## config.mk

```make
export PLATFORM = sky130hd
export DESIGN_NAME = alu_op_sequencer_flat
export DESIGN_NICKNAME = d
export VERILOG_FILES = /design/src/rtl/alu_pkg.sv /design/src/rtl/alu_op_sequencer_if.sv /design/src/rtl/funct_decode.sv /design/src/rtl/alu_op_sequencer.sv /design/src/flat_wrapper.sv
export SDC_FILE = /design/constraint.sdc
export NUM_CORES = 1
export LEC_CHECK = 0
export CAP_MARGIN = 20
export CORE_MARGIN = 1.5
export CORE_UTILIZATION = 46
export CTS_BUF_LIST = sky130_fd_sc_hd__clkbuf_4
export DETAILED_ROUTE_END_ITERATION = 8
export PLACE_DENSITY = 0.83
export SETUP_SLACK_MARGIN = 0.05
export SYNTH_ARGS = -nofsm -noshare
export SYNTH_HDL_FRONTEND = slang
export SYNTH_SLANG_ARGS = --single-unit
```

## constraint.sdc

```tcl
create_clock -name clk -period 1.91 [get_ports clk]
set_clock_uncertainty 0.1 [all_clocks]
set_input_delay 0.191 -clock clk [delete_from_list [all_inputs] [get_ports clk]]
set_output_delay 0.191 -clock clk [all_outputs]
set_load 0.02 [all_outputs]
```

## src/rtl/alu_pkg.sv

```systemverilog
// Shared definitions for the integer execute sequencer: funct codes, ALU controls,
// the idle mux select, FSM state encoding and the decoded operation classes.
package alu_pkg;

  localparam logic [5:0] F_AND   = 6'b100100;
  localparam logic [5:0] F_OR    = 6'b100101;
  localparam logic [5:0] F_ADD   = 6'b100000;
  localparam logic [5:0] F_SUB   = 6'b100010;
  localparam logic [5:0] F_SLT   = 6'b101010;
  localparam logic [5:0] F_SLL   = 6'b000000;
  localparam logic [5:0] F_MFHI  = 6'b010000;
  localparam logic [5:0] F_MFLO  = 6'b010010;
  localparam logic [5:0] F_MULTU = 6'b011001;

  localparam logic [2:0] ALU_AND = 3'b000;
  localparam logic [2:0] ALU_OR  = 3'b001;
  localparam logic [2:0] ALU_ADD = 3'b010;
  localparam logic [2:0] ALU_SUB = 3'b110;
  localparam logic [2:0] ALU_SLT = 3'b111;

  // Not a decoded funct, so the result mux outputs zero.
  localparam logic [5:0] IDLE_SEL = 6'b111111;

  typedef enum logic [2:0] {
    S_IDLE  = 3'd0,
    S_EXEC  = 3'd1,
    S_MLOAD = 3'd2,
    S_MULT  = 3'd3,
    S_MWB   = 3'd4,
    S_ERR   = 3'd5,
    S_DONE  = 3'd6
  } state_t;

  typedef enum logic [2:0] {
    CLS_ALU   = 3'd0,
    CLS_SHIFT = 3'd1,
    CLS_HILO  = 3'd2,
    CLS_MULT  = 3'd3,
    CLS_NONE  = 3'd4
  } op_class_t;

endpackage

```

## src/rtl/alu_op_sequencer_if.sv

```systemverilog
// Issue-side request and datapath control bundle of the execute sequencer.
// Handshake: start is a one-cycle strobe taken only while busy is low; each
// accepted start produces exactly one done pulse, and starts seen while busy are dropped.
interface alu_op_sequencer_if #(
  parameter int CNT_W = 5
);
  logic             start;
  logic [5:0]       funct;
  logic             busy;
  logic             done;
  logic             err;
  logic [5:0]       mux_sel;
  logic [2:0]       alu_ctrl;
  logic             rf_we;
  logic             mult_load;
  logic             mult_step;
  logic             hilo_we;
  logic [CNT_W-1:0] iter_cnt;
  alu_pkg::state_t  state;

  modport master (
    output start, funct,
    input  busy, done, err, mux_sel, alu_ctrl, rf_we,
           mult_load, mult_step, hilo_we, iter_cnt, state
  );

  modport slave (
    input  start, funct,
    output busy, done, err, mux_sel, alu_ctrl, rf_we,
           mult_load, mult_step, hilo_we, iter_cnt, state
  );
endinterface

```

## src/rtl/funct_decode.sv

```systemverilog
// Combinational R-type funct decoder: operation class, ALU control and legality.
// Shared with the hazard and forwarding logic.
module funct_decode
  import alu_pkg::*;
(
  input  logic [5:0] funct,
  output op_class_t  op_class,
  output logic [2:0] alu_ctrl,
  output logic       legal
);

  always_comb begin
    op_class = CLS_NONE;
    alu_ctrl = ALU_AND;
    legal    = 1'b1;
    case (funct)
      F_AND:   begin op_class = CLS_ALU; alu_ctrl = ALU_AND; end
      F_OR:    begin op_class = CLS_ALU; alu_ctrl = ALU_OR;  end
      F_ADD:   begin op_class = CLS_ALU; alu_ctrl = ALU_ADD; end
      F_SUB:   begin op_class = CLS_ALU; alu_ctrl = ALU_SUB; end
      F_SLT:   begin op_class = CLS_ALU; alu_ctrl = ALU_SLT; end
      F_SLL:   op_class = CLS_SHIFT;
      F_MFHI:  op_class = CLS_HILO;
      F_MFLO:  op_class = CLS_HILO;
      F_MULTU: op_class = CLS_MULT;
      default: legal = 1'b0;
    endcase
  end

endmodule

```

## src/rtl/alu_op_sequencer.sv

```systemverilog
// Control FSM timing one R-type operation per start: single-cycle ALU/shift/HI-LO
// reads, a MULT_CYCLES-iteration shift-add MULTU, and an error path for bad functs.
module alu_op_sequencer
  import alu_pkg::*;
#(
  parameter int MULT_CYCLES = 32,
  parameter int CNT_W       = 5
) (
  input logic               clk,
  input logic               reset,
  alu_op_sequencer_if.slave bus
);

  localparam logic [CNT_W-1:0] ITER_LAST = CNT_W'(MULT_CYCLES - 1);

  state_t           state;
  state_t           state_nxt;
  logic [5:0]       op_reg;
  logic [2:0]       ctrl_reg;
  logic             err_reg;
  logic [CNT_W-1:0] iter_cnt;

  op_class_t  dec_class;
  logic [2:0] dec_ctrl;
  logic       dec_legal;

  funct_decode u_decode (
    .funct    (bus.funct),
    .op_class (dec_class),
    .alu_ctrl (dec_ctrl),
    .legal    (dec_legal)
  );

  // Decode results are latched with the funct so every output stays Moore.
  always_ff @(posedge clk) begin
    if (reset) begin
      state    <= S_IDLE;
      op_reg   <= '0;
      ctrl_reg <= ALU_AND;
      err_reg  <= 1'b0;
      iter_cnt <= '0;
    end else begin
      state <= state_nxt;
      if (state == S_IDLE && bus.start) begin
        op_reg   <= bus.funct;
        ctrl_reg <= dec_ctrl;
        err_reg  <= ~dec_legal;
      end
      if (state == S_MLOAD) begin
        iter_cnt <= '0;
      end else if (state == S_MULT) begin
        iter_cnt <= (iter_cnt == ITER_LAST) ? '0 : iter_cnt + 1'b1;
      end
    end
  end

  always_comb begin
    state_nxt = state;
    case (state)
      S_IDLE: begin
        if (bus.start) begin
          case (dec_class)
            CLS_ALU, CLS_SHIFT, CLS_HILO: state_nxt = S_EXEC;
            CLS_MULT:                     state_nxt = S_MLOAD;
            default:                      state_nxt = S_ERR;
          endcase
        end
      end
      S_EXEC:  state_nxt = S_DONE;
      S_MLOAD: state_nxt = S_MULT;
      S_MULT:  state_nxt = (iter_cnt == ITER_LAST) ? S_MWB : S_MULT;
      S_MWB:   state_nxt = S_DONE;
      S_ERR:   state_nxt = S_DONE;
      S_DONE:  state_nxt = S_IDLE;
      default: state_nxt = S_IDLE;
    endcase
  end

  always_comb begin
    bus.busy      = (state != S_IDLE);
    bus.done      = 1'b0;
    bus.err       = 1'b0;
    bus.mux_sel   = IDLE_SEL;
    bus.alu_ctrl  = ALU_AND;
    bus.rf_we     = 1'b0;
    bus.mult_load = 1'b0;
    bus.mult_step = 1'b0;
    bus.hilo_we   = 1'b0;
    case (state)
      S_EXEC: begin
        bus.mux_sel  = op_reg;
        bus.alu_ctrl = ctrl_reg;
        bus.rf_we    = 1'b1;
      end
      S_MLOAD: bus.mult_load = 1'b1;
      S_MULT:  bus.mult_step = 1'b1;
      S_MWB:   bus.hilo_we   = 1'b1;
      S_DONE: begin
        bus.done = 1'b1;
        bus.err  = err_reg;
      end
      default: ;
    endcase
  end

  assign bus.iter_cnt = iter_cnt;
  assign bus.state    = state;

endmodule

```

## src/flat_wrapper.sv

```systemverilog
// flat-port wrapper written by rule: the top's interface ports become plain ports
module alu_op_sequencer_flat import alu_pkg::*;
#(
  parameter int MULT_CYCLES = 32,
  parameter int CNT_W       = 5
)
  (clk, reset, bus_start, bus_funct, bus_busy, bus_done, bus_err, bus_mux_sel, bus_alu_ctrl, bus_rf_we, bus_mult_load, bus_mult_step, bus_hilo_we, bus_iter_cnt, bus_state);
  alu_op_sequencer_if #(.CNT_W(CNT_W)) bus_i ();
  input logic clk;
  input logic reset;
  input wire logic [$bits(bus_i.start)-1:0] bus_start;
  input wire logic [$bits(bus_i.funct)-1:0] bus_funct;
  output wire logic [$bits(bus_i.busy)-1:0] bus_busy;
  output wire logic [$bits(bus_i.done)-1:0] bus_done;
  output wire logic [$bits(bus_i.err)-1:0] bus_err;
  output wire logic [$bits(bus_i.mux_sel)-1:0] bus_mux_sel;
  output wire logic [$bits(bus_i.alu_ctrl)-1:0] bus_alu_ctrl;
  output wire logic [$bits(bus_i.rf_we)-1:0] bus_rf_we;
  output wire logic [$bits(bus_i.mult_load)-1:0] bus_mult_load;
  output wire logic [$bits(bus_i.mult_step)-1:0] bus_mult_step;
  output wire logic [$bits(bus_i.hilo_we)-1:0] bus_hilo_we;
  output wire logic [$bits(bus_i.iter_cnt)-1:0] bus_iter_cnt;
  output wire logic [$bits(bus_i.state)-1:0] bus_state;
  assign bus_i.start = bus_start;
  assign bus_i.funct = bus_funct;
  assign bus_busy = bus_i.busy;
  assign bus_done = bus_i.done;
  assign bus_err = bus_i.err;
  assign bus_mux_sel = bus_i.mux_sel;
  assign bus_alu_ctrl = bus_i.alu_ctrl;
  assign bus_rf_we = bus_i.rf_we;
  assign bus_mult_load = bus_i.mult_load;
  assign bus_mult_step = bus_i.mult_step;
  assign bus_hilo_we = bus_i.hilo_we;
  assign bus_iter_cnt = bus_i.iter_cnt;
  assign bus_state = bus_i.state;
  alu_op_sequencer #(.MULT_CYCLES(MULT_CYCLES), .CNT_W(CNT_W)) u_core (.clk(clk), .reset(reset), .bus(bus_i));
endmodule
```

# Word level (Yosys, flattened, before mapping)
# Cells that the tools add are included.
[totals] reg_bits=18 output_inout_bits=24 elab_cells=53
[classes] add_sub_neg=1 eq_ne=19 muxes=16 bitwise=1 reduce_logical=11
[op_table] op="3-bit case mux with 4 select lines" count=3
[op_table] op="6-bit equality test (second input constant)" count=5
[op_table] op="6-bit by 5-bit equality test with 1-bit output (second input constant)" count=3
[op_table] op="3-bit by 2-bit equality test with 1-bit output (second input constant)" count=4
[op_table] op="3-bit equality test (second input constant)" count=3
[op_table] op="3-bit 2-to-1 mux" count=3
[op_table] op="9-bit OR reduction" count=1
[op_table] op="1-bit 2-to-1 mux" count=7
[op_table] op="3-bit by 1-bit equality test with 1-bit output (second input constant)" count=2
[op_table] op="3-bit logical NOT" count=2
[op_table] op="6-bit logical NOT" count=1
[op_table] op="6-bit 2-to-1 mux" count=1
[op_table] op="3-bit case mux with 2 select lines" count=1
[op_table] op="3-bit OR reduction" count=2
[op_table] op="5-bit by 1-bit adder with 5-bit output (second input constant)" count=1
[op_table] op="5-bit equality test (second input constant)" count=1
[op_table] op="5-bit 2-to-1 mux" count=1
[op_table] op="5-bit OR reduction" count=1
[op_table] op="2-bit OR reduction" count=2
[op_table] op="3-bit nonzero test" count=1
[op_table] op="2-bit inequality test (second input constant)" count=1
[op_table] op="1-bit logical AND" count=1
[op_table] op="1-bit NOT" count=1

# Logic depth before layout (Yosys ltp)
# Gate-level depths: netlist of the first run.
[depth] depth_word=8 depth_mapped=7

# Hierarchy
# Synthesis of the first run repeated with hierarchy kept, for this count alone.
[hier_totals] hier_cells=138 area_unflattened_um2=1046.0
[by_module_without_submodules] mod="alu_op_sequencer" instances=1 cells_per_inst=113 area_per_inst_um2=878.3 seq_area_each_um2=360.3
[by_module_without_submodules] mod="funct_decode" instances=1 cells_per_inst=25 area_per_inst_um2=167.7 seq_area_each_um2=0.0

# Worst setup path before layout of the first run
# No wires, ideal clock.
[synth_path] path_kind="reg-to-output" startpoint="register u_core.state[0], in the netlist u_core.bus.state[0]" endpoint="output bus_alu_ctrl[0]" t_arrival_ps=1705 required_time_ps=1619 setup_slack_ps=-86 path_stages_with_launch=5 path_buffers=1 path_cell_list="dfxtp_1 > buf_2 > inv_1 > nor3_2 > and2_1"
[synth_between] elab_chain_cells=2
[synth_rtl] item="start: declaration" line="alu_op_sequencer.sv:16" source="state_t state;"
[synth_rtl] item="start signal: assignment" line="alu_op_sequencer.sv:43" source="state <= state_nxt;"
[synth_rtl] item="3-bit by 1-bit equality test with 1-bit output" line="alu_op_sequencer.sv:89" source="case (state)"
[synth_rtl] item="3-bit 2-to-1 mux" line="alu_op_sequencer.sv:89"
[synth_rtl] item="end: declaration" line="flat_wrapper.sv:17" source="output wire logic [$bits(bus_i.alu_ctrl)-1:0] bus_alu_ctrl;"
# Every way passes these cells.

# Final worst setup path of the first run
[layout_path] startpoint="register u_core.state[2], in the netlist u_core.bus.state[2]" endpoint="output bus_mux_sel[0]"
[layout_between] elab_chain_cells=2
[layout_rtl] item="3-bit by 1-bit equality test with 1-bit output" line="alu_op_sequencer.sv:89"
[layout_rtl] item="6-bit 2-to-1 mux" line="alu_op_sequencer.sv:89"
[layout_rtl] item="end: declaration" line="flat_wrapper.sv:16" source="output wire logic [$bits(bus_i.mux_sel)-1:0] bus_mux_sel;"
# Every way passes these cells.

==> results of run 1 <==
## stage by stage
step           instance area, µm²  power (µW)
2_1_floorplan                 993        1150
3_3_place_gp                 1410        1590
3_5_place_dp                 1410        1610
4_1_cts                      1450        1770
5_1_grt                      1450        1890
6_report                     1450        1770
## synth_stat cells, drive strengths merged, types with 3 or more instances
cell / number / area share (%)
nor3: 5 / 4.2
nand3: 5 / 2.5
buf: 4 / 2.7
or4: 3 / 2.3
dfxtp: 18 / 37
o21ai: 3 / 1.5
nand2: 23 / 9.5
a21oi: 15 / 7.6
and2: 5 / 3.2
nor2: 5 / 1.9
inv: 7 / 2.7
nand2b: 7 / 4.4
nor2b: 3 / 1.9
## layer usage
layer | global-route usage, % | part of all wire, % | routed length, µm
met5 | 0 | 0 | 0
met4 | 10.0 | 2.1 | 53
met3 | 3.99 | 3.9 | 100
met2 | 41.2 | 51 | 1290
met1 | 25.9 | 43 | 1100
## power groups by stage
stage / Clock (µW) / Combinational (µW) / Sequential, µW
finish: 193 / 1060 / 524
global route: 216 / 1140 / 532
CTS: 197 / 1060 / 517
detailed placement: 0 / 1090 / 520
global placement: 0 / 1070 / 518
floorplan: 0 / 614 / 535
## critical path: stages, from the launching register on
cell           delay, ns
dfxtp_2             0.38
nor3_4              0.30
buf_4               0.16
nand2b_1            0.05
dlygate4sd2_1       0.32
## layout make-up
cell class | count | area (µm²)
Multi-Input combinational cell | 96 | 597
Fill cell | 157 | 528
Timing Repair Buffer | 48 | 402
Sequential cell | 18 | 369
Tap cell | 27 | 33.8
Inverter | 7 | 26.3
Clock buffer | 3 | 22.5
Clock inverter | 1 | 3.75
## what timing repair did
action                                  in CTS  in global routing
pin swaps                                    1                  2
buffers inserted                             2                  1
resized for setup                           27                 16
endpoints found under the setup margin      16                  9
## cells by family (layout without fill, tap and decap cells)
family	count (synthesis)	count (layout)	share of synthesized area (%)
simple gates	66	66	37.9
compound gates	28	28	16.9
buf+inv	13	59	6.09
flops	18	18	36.5
fa+ha+maj	2	2	2.54
## how the worst max path moves through the flow
stage	startpoint	end	slack (ns)	cells after the start
floorplan	u_core.bus.iter_cnt[1]$_SDFFE_PP0P_	u_core.bus.iter_cnt[2]$_SDFFE_PP0P_	0.07	6
global placement	bus_funct[2]	u_core.ctrl_reg[0]$_SDFFE_PP0P_	0.09	6
detailed placement	bus_funct[1]	u_core.err_reg$_SDFFE_PP0P_	0.03	5
CTS	u_core.bus.state[0]$_SDFFE_PP0P_	bus_mux_sel[3]	0.05	6
global route	u_core.bus.state[0]$_SDFFE_PP0P_	bus_mux_sel[2]	0.06	5
finish	u_core.bus.state[2]$_SDFFE_PP0P_	bus_mux_sel[0]	0.12	4
==> qor.yml, run 1 <==
status:
  outcome: "finished, final reports clean"
timing:
  measured_slew_at_the_worst_slew_check_pin_ns: 0.438
  final_min_period_over_clock_period_pct: 93.8
  timing.final.setup_violations: 0
  setup_tns_ns: 0
  final-hold-violation-count: 0
  max-slew-margin-rel_pct: 70.4
  fmax_mhz: 558
  final_worst_path_setup_slack_ns: 0.118
  unrepaired_setup_endpoints_after_global_routing: "false"
  hold_ws_ns: 0.358
  final-max-slew-violation-count: 0
  min_period_ns: 1.79
layout:
  syn_to_final_growth_pct: 47.5
  final_common_cell: "nand2_1"
  largest_register_ff_count: 6
  stdcell_count: 200
  layout_common_cells: "nand2_1, clkdlybuf4s50_1, buf_4, a21oi_1, dfxtp_1"
  finish.net_count: 185
  final_core_util_pct: 73.4
  num_antenna_cells: 0
  drive_above_1_share_pct: 22.5
worst_hold_path:
  hold-path-endpoint: "u_core.op_reg[2]$_SDFFE_PP0P_"
  holdCritStartpoint: "u_core.op_reg[2]$_SDFFE_PP0P_"
  worstHoldPathType: "reg2reg"
  min_path_cells: 2
grt:
  groute.usage.overall_pct: 22.8
  wire_length_of_the_first_global_routing_pass_um: 4290
  globalRouteOverflowTotal: 0
  antenna_found_initial: 0
  grt_start_max_net_pins: 15
  grt_pass1_vias: 988
die:
  top_level_ports: 33
  rows: 16
  effective_utilization_at_floorplan_pct: 49.7
  die_h_um: 49.3
  die-width_um: 49.3
  core_region_area_um2: 1980
  dieArea_um2: 2430
synthesis:
  synth_edf_count: 0
  synth_async_sr_flop_share_pct: 0
  ys_dominant_reg_cell: "dfxtp_1"
  synth.lib_cells_used.distinct: 36
  synth.yosys.seq_area_share_pct: 36.5
  post_synth.cell_area_avg_um2: 7.76
  synth_seq_cells: 18
  post_synth_inst_count: 127
  synth_area_um2: 986
  synthesis.yosys.warnings: 0
  synthesis.nets: 138
power:
  leakage_power_figure_uw: 0.000588
  power.combinational.fraction_pct: 59.6
  ir_drop_worst_vdd_uv: 967
  cell_internal_pwr_uw: 981
  pwr-share-clk_pct: 10.9
  powerDensity_nw_per_um2: 1220
  power_frac_seq_pct: 29.5
  switching_power_uw: 793
  sw_frac_of_total_pct: 44.7
clocking:
  clock-sinks: 18
  worst_setup_hold_path_clk_slew_ns: 0.10
  clock_insertion_delay_worst_skew_ns: 0.29
  cts_buffers: 3
  htreeDepth: 1
  clock_tree_from_tritoncts: "built"
  cts-root-to-sink-buffers: 2
  cts.root.buffer_cell: "clkbuf_4"
  holdBufCountCts: 0
worst_setup_path:
  r2r-start: "u_core.bus.iter_cnt[0]$_SDFFE_PP0P_"
  r2r_end: "u_core.bus.iter_cnt[2]$_SDFFE_PP0P_"
  cp-start-kind: "register"
  data_required_time_of_the_worst_path_ns: 1.62
  cp.arrival_ns: 1.50
  reg2reg_slack_ns: 0.14
  path_class: "reg2out"
  ff2ff_path_depth: 6
  crit_path_max_fanout: 8
  critical_path.endpoint_type: "output port"
run:
  max-cap-violations: 0
placement:
  place.detailed.instances: 193
  detail_placement_hpwl_um: 1850
  port_buffers: 32
  place_worst_setup_slack_ns: 0.0291
  gp_congestion: 0.842
routing:
  via_count_of_the_routed_design: 1064
  dr.first_iter.drc_count: 18
  drt-vias-per-instance: 5.32
  post_drt_wl_per_cell_um: 12.7
  final_antenna_net_count: 0
  routed_wl_um: 2540
  drc_errors: 0
  dr.pass1.iters: 4
(Power assumes the default switching activity.)
==> inputs of run 2 (changes only) <==
--- a/config.mk
+++ b/config.mk
@@ -11,6 +11,7 @@
 export CTS_BUF_LIST = sky130_fd_sc_hd__clkbuf_4
 export DETAILED_ROUTE_END_ITERATION = 8
 export PLACE_DENSITY = 0.83
+export REMOVE_ABC_BUFFERS = 1
 export SETUP_SLACK_MARGIN = 0.05
 export SYNTH_ARGS = -nofsm -noshare
 export SYNTH_HDL_FRONTEND = slang
==> qor.yml, run 2 (synthesis gave the netlist of run 1 again) <==
status:
  outcome: "finished, final reports clean"
routing:
  post_drt_wl_per_cell_um: 12.9
  final_antenna_net_count: 0
  dr.first_iter.drc_count: 18
  routed_wl_um: 2520
  drc_errors: 0
  via_count_of_the_routed_design: 1089
  dr.pass1.iters: 4
  drt-vias-per-instance: 5.56
clocking:
  cts_buffers: 3
  htreeDepth: 1
  cts-root-to-sink-buffers: 2
  clock_tree_from_tritoncts: "built"
  worst_setup_hold_path_clk_slew_ns: 0.10
  cts.root.buffer_cell: "clkbuf_4"
  holdBufCountCts: 0
  clock_insertion_delay_worst_skew_ns: 0.30
  clock-sinks: 18
timing:
  hold_ws_ns: 0.356
  measured_slew_at_the_worst_slew_check_pin_ns: 0.462
  final_worst_path_setup_slack_ns: 0.137
  min_period_ns: 1.77
  final-max-slew-violation-count: 0
  timing.final.setup_violations: 0
  unrepaired_setup_endpoints_after_global_routing: "true"
  final-hold-violation-count: 0
  final_min_period_over_clock_period_pct: 92.8
  max-slew-margin-rel_pct: 68.8
  fmax_mhz: 564
placement:
  place_worst_setup_slack_ns: -0.0193
  detail_placement_hpwl_um: 1910
  dpl-instance-area_um2: 1390
  gp_congestion: 0.807
  port_buffers: 32
  place.detailed.instances: 191
worst_setup_path:
  cp.arrival_ns: 1.91
  r2r_end: "u_core.bus.iter_cnt[2]$_SDFFE_PP0P_"
  data_required_time_of_the_worst_path_ns: 2.04
  cp-start-kind: "register"
  path_class: "reg2reg"
  r2r-start: "u_core.bus.iter_cnt[1]$_SDFFE_PP0P_"
  critical_path.endpoint_type: "register"
  crit_chain: "ha_1 > and3_1 > ha_2 > nand2b_1 > or4_1 > a21oi_1"
  crit_path_max_fanout: 3
  critical-path-max-stage-delay_ns: 0.40
  critical_path.slowest_cell: "or4_1"
  reg2reg_slack_ns: 0.14
  ff2ff_path_depth: 6
  cp.buffers_inverters: 0
  critical_path.top_delay_family: "simple AND/OR/NAND/NOR gates"
worst_hold_path:
  worstHoldPathType: "reg2reg"
  holdCritStartpoint: "u_core.ctrl_reg[0]$_SDFFE_PP0P_"
  min_path_cells: 2
  hold-path-endpoint: "u_core.ctrl_reg[0]$_SDFFE_PP0P_"
power:
  ir_drop_worst_vdd_uv: 896
  switching_power_uw: 772
  sw_frac_of_total_pct: 45.1
  power_frac_seq_pct: 30.1
  fin_total_pwr_uw: 1710
  power.combinational.fraction_pct: 58.5
  powerDensity_nw_per_um2: 1220
  leakage_power_figure_uw: 0.000566
  pwr-share-clk_pct: 11.4
  cell_internal_pwr_uw: 941
die:
  die_h_um: 49.3
  rows: 16
  top_level_ports: 33
  die-width_um: 49.3
  effective_utilization_at_floorplan_pct: 49.7
  core_region_area_um2: 1980
  dieArea_um2: 2430
layout:
  syn_to_final_growth_pct: 42.8
  drive_above_1_share_pct: 16.6
  largest_register_ff_count: 6
  num_antenna_cells: 0
  n_fill_cell: 176
  stdcell_count: 196
  final_common_cell: "nand2_1"
  multi_input_comb_area_um2: 573
  register_area_um2: 368
  stdcell_area_um2: 1410
  finish.net_count: 181
  layout_common_cells: "nand2_1, clkdlybuf4s50_1, a21oi_1, dfxtp_1"
grt:
  grt_use_met1_pct: 24.3
  wire_length_of_the_first_global_routing_pass_um: 4170
  groute.usage.overall_pct: 22.1
  globalRouteOverflowTotal: 0
  global_route.peak_usage_layer: "met2"
  grt_start_max_net_pins: 15
  grt_util_met3_pct: 3.37
  gr-usage-met2_pct: 41.7
  grt_pass1_vias: 1006
  antenna_found_initial: 0
run:
  max-cap-violations: 0
run 2: cell count changes in the layout (fill, tap and decap cells not counted), sizes merged:
cell,previous run,this run
buf,20,12
clkbuf,4,7
clkdlybuf4s15,0,1
run 2: repair_timing:
item                                    4_1_cts  5_1_grt
endpoints found under the setup margin       17       12
gates resized for setup                      20       14
pin swaps                                     0        2
setup buffers                                 0        1
run 2: per-stage QoR:
stage	TNS [ns]	util, %
6_report	0	71.0
5_1_grt	0	71.0
4_1_cts	0	70.6
3_5_place_dp	-0.0193	70.1
3_3_place_gp	0	70.1
2_1_floorplan	-0.493	-
run 2: worst max-delay path by stage:
stage	slack, ns	startpoint	endpoint	cells after the start
floorplan	-0.08	u_core.bus.state[0]$_SDFFE_PP0P_	bus_alu_ctrl[0]	3
global placement	0.08	bus_funct[1]	u_core.err_reg$_SDFFE_PP0P_	5
detailed placement	-0.02	bus_funct[1]	u_core.err_reg$_SDFFE_PP0P_	5
CTS	0.04	u_core.bus.state[0]$_SDFFE_PP0P_	bus_alu_ctrl[1]	5
global route	0.009	u_core.bus.iter_cnt[1]$_SDFFE_PP0P_	u_core.bus.iter_cnt[3]$_SDFFE_PP0P_	8
finish	0.14	u_core.bus.iter_cnt[1]$_SDFFE_PP0P_	u_core.bus.iter_cnt[2]$_SDFFE_PP0P_	6
run 2: worst min-delay path, cell delays in order (launching register included):
cell	delay (ns)
dfxtp_1	0.32
nand2_1	0.05
a21oi_1	0.05
run 2: layout make-up:
| cell class | instances | area share, % |
|---|---|---|
| Tap cell | 27 | 2.40 |
| Timing Repair Buffer | 44 | 27.0 |
| Sequential cell | 18 | 26.1 |
| Clock inverter | 1 | 0.267 |
| Inverter | 7 | 1.87 |
| Multi-Input combinational cell | 96 | 40.7 |
| Clock buffer | 3 | 1.60 |
run 2: power by group through the flow:
stage / registers (µW) / clock network (µW) / logic [µW]
after floorplan: 594 / 0 / 484
after global placement: 515 / 0 / 1050
after detailed placement: 520 / 0 / 1070
after CTS: 518 / 203 / 993
after global routing: 526 / 221 / 1080
final: 516 / 195 / 1000
run 2: metal layers:
metal,part of all wire (%),vias up
met1,40,526
li1,-,527
met5,0,-
met2,54,34
met3,4.9,2
met4,0.83,0
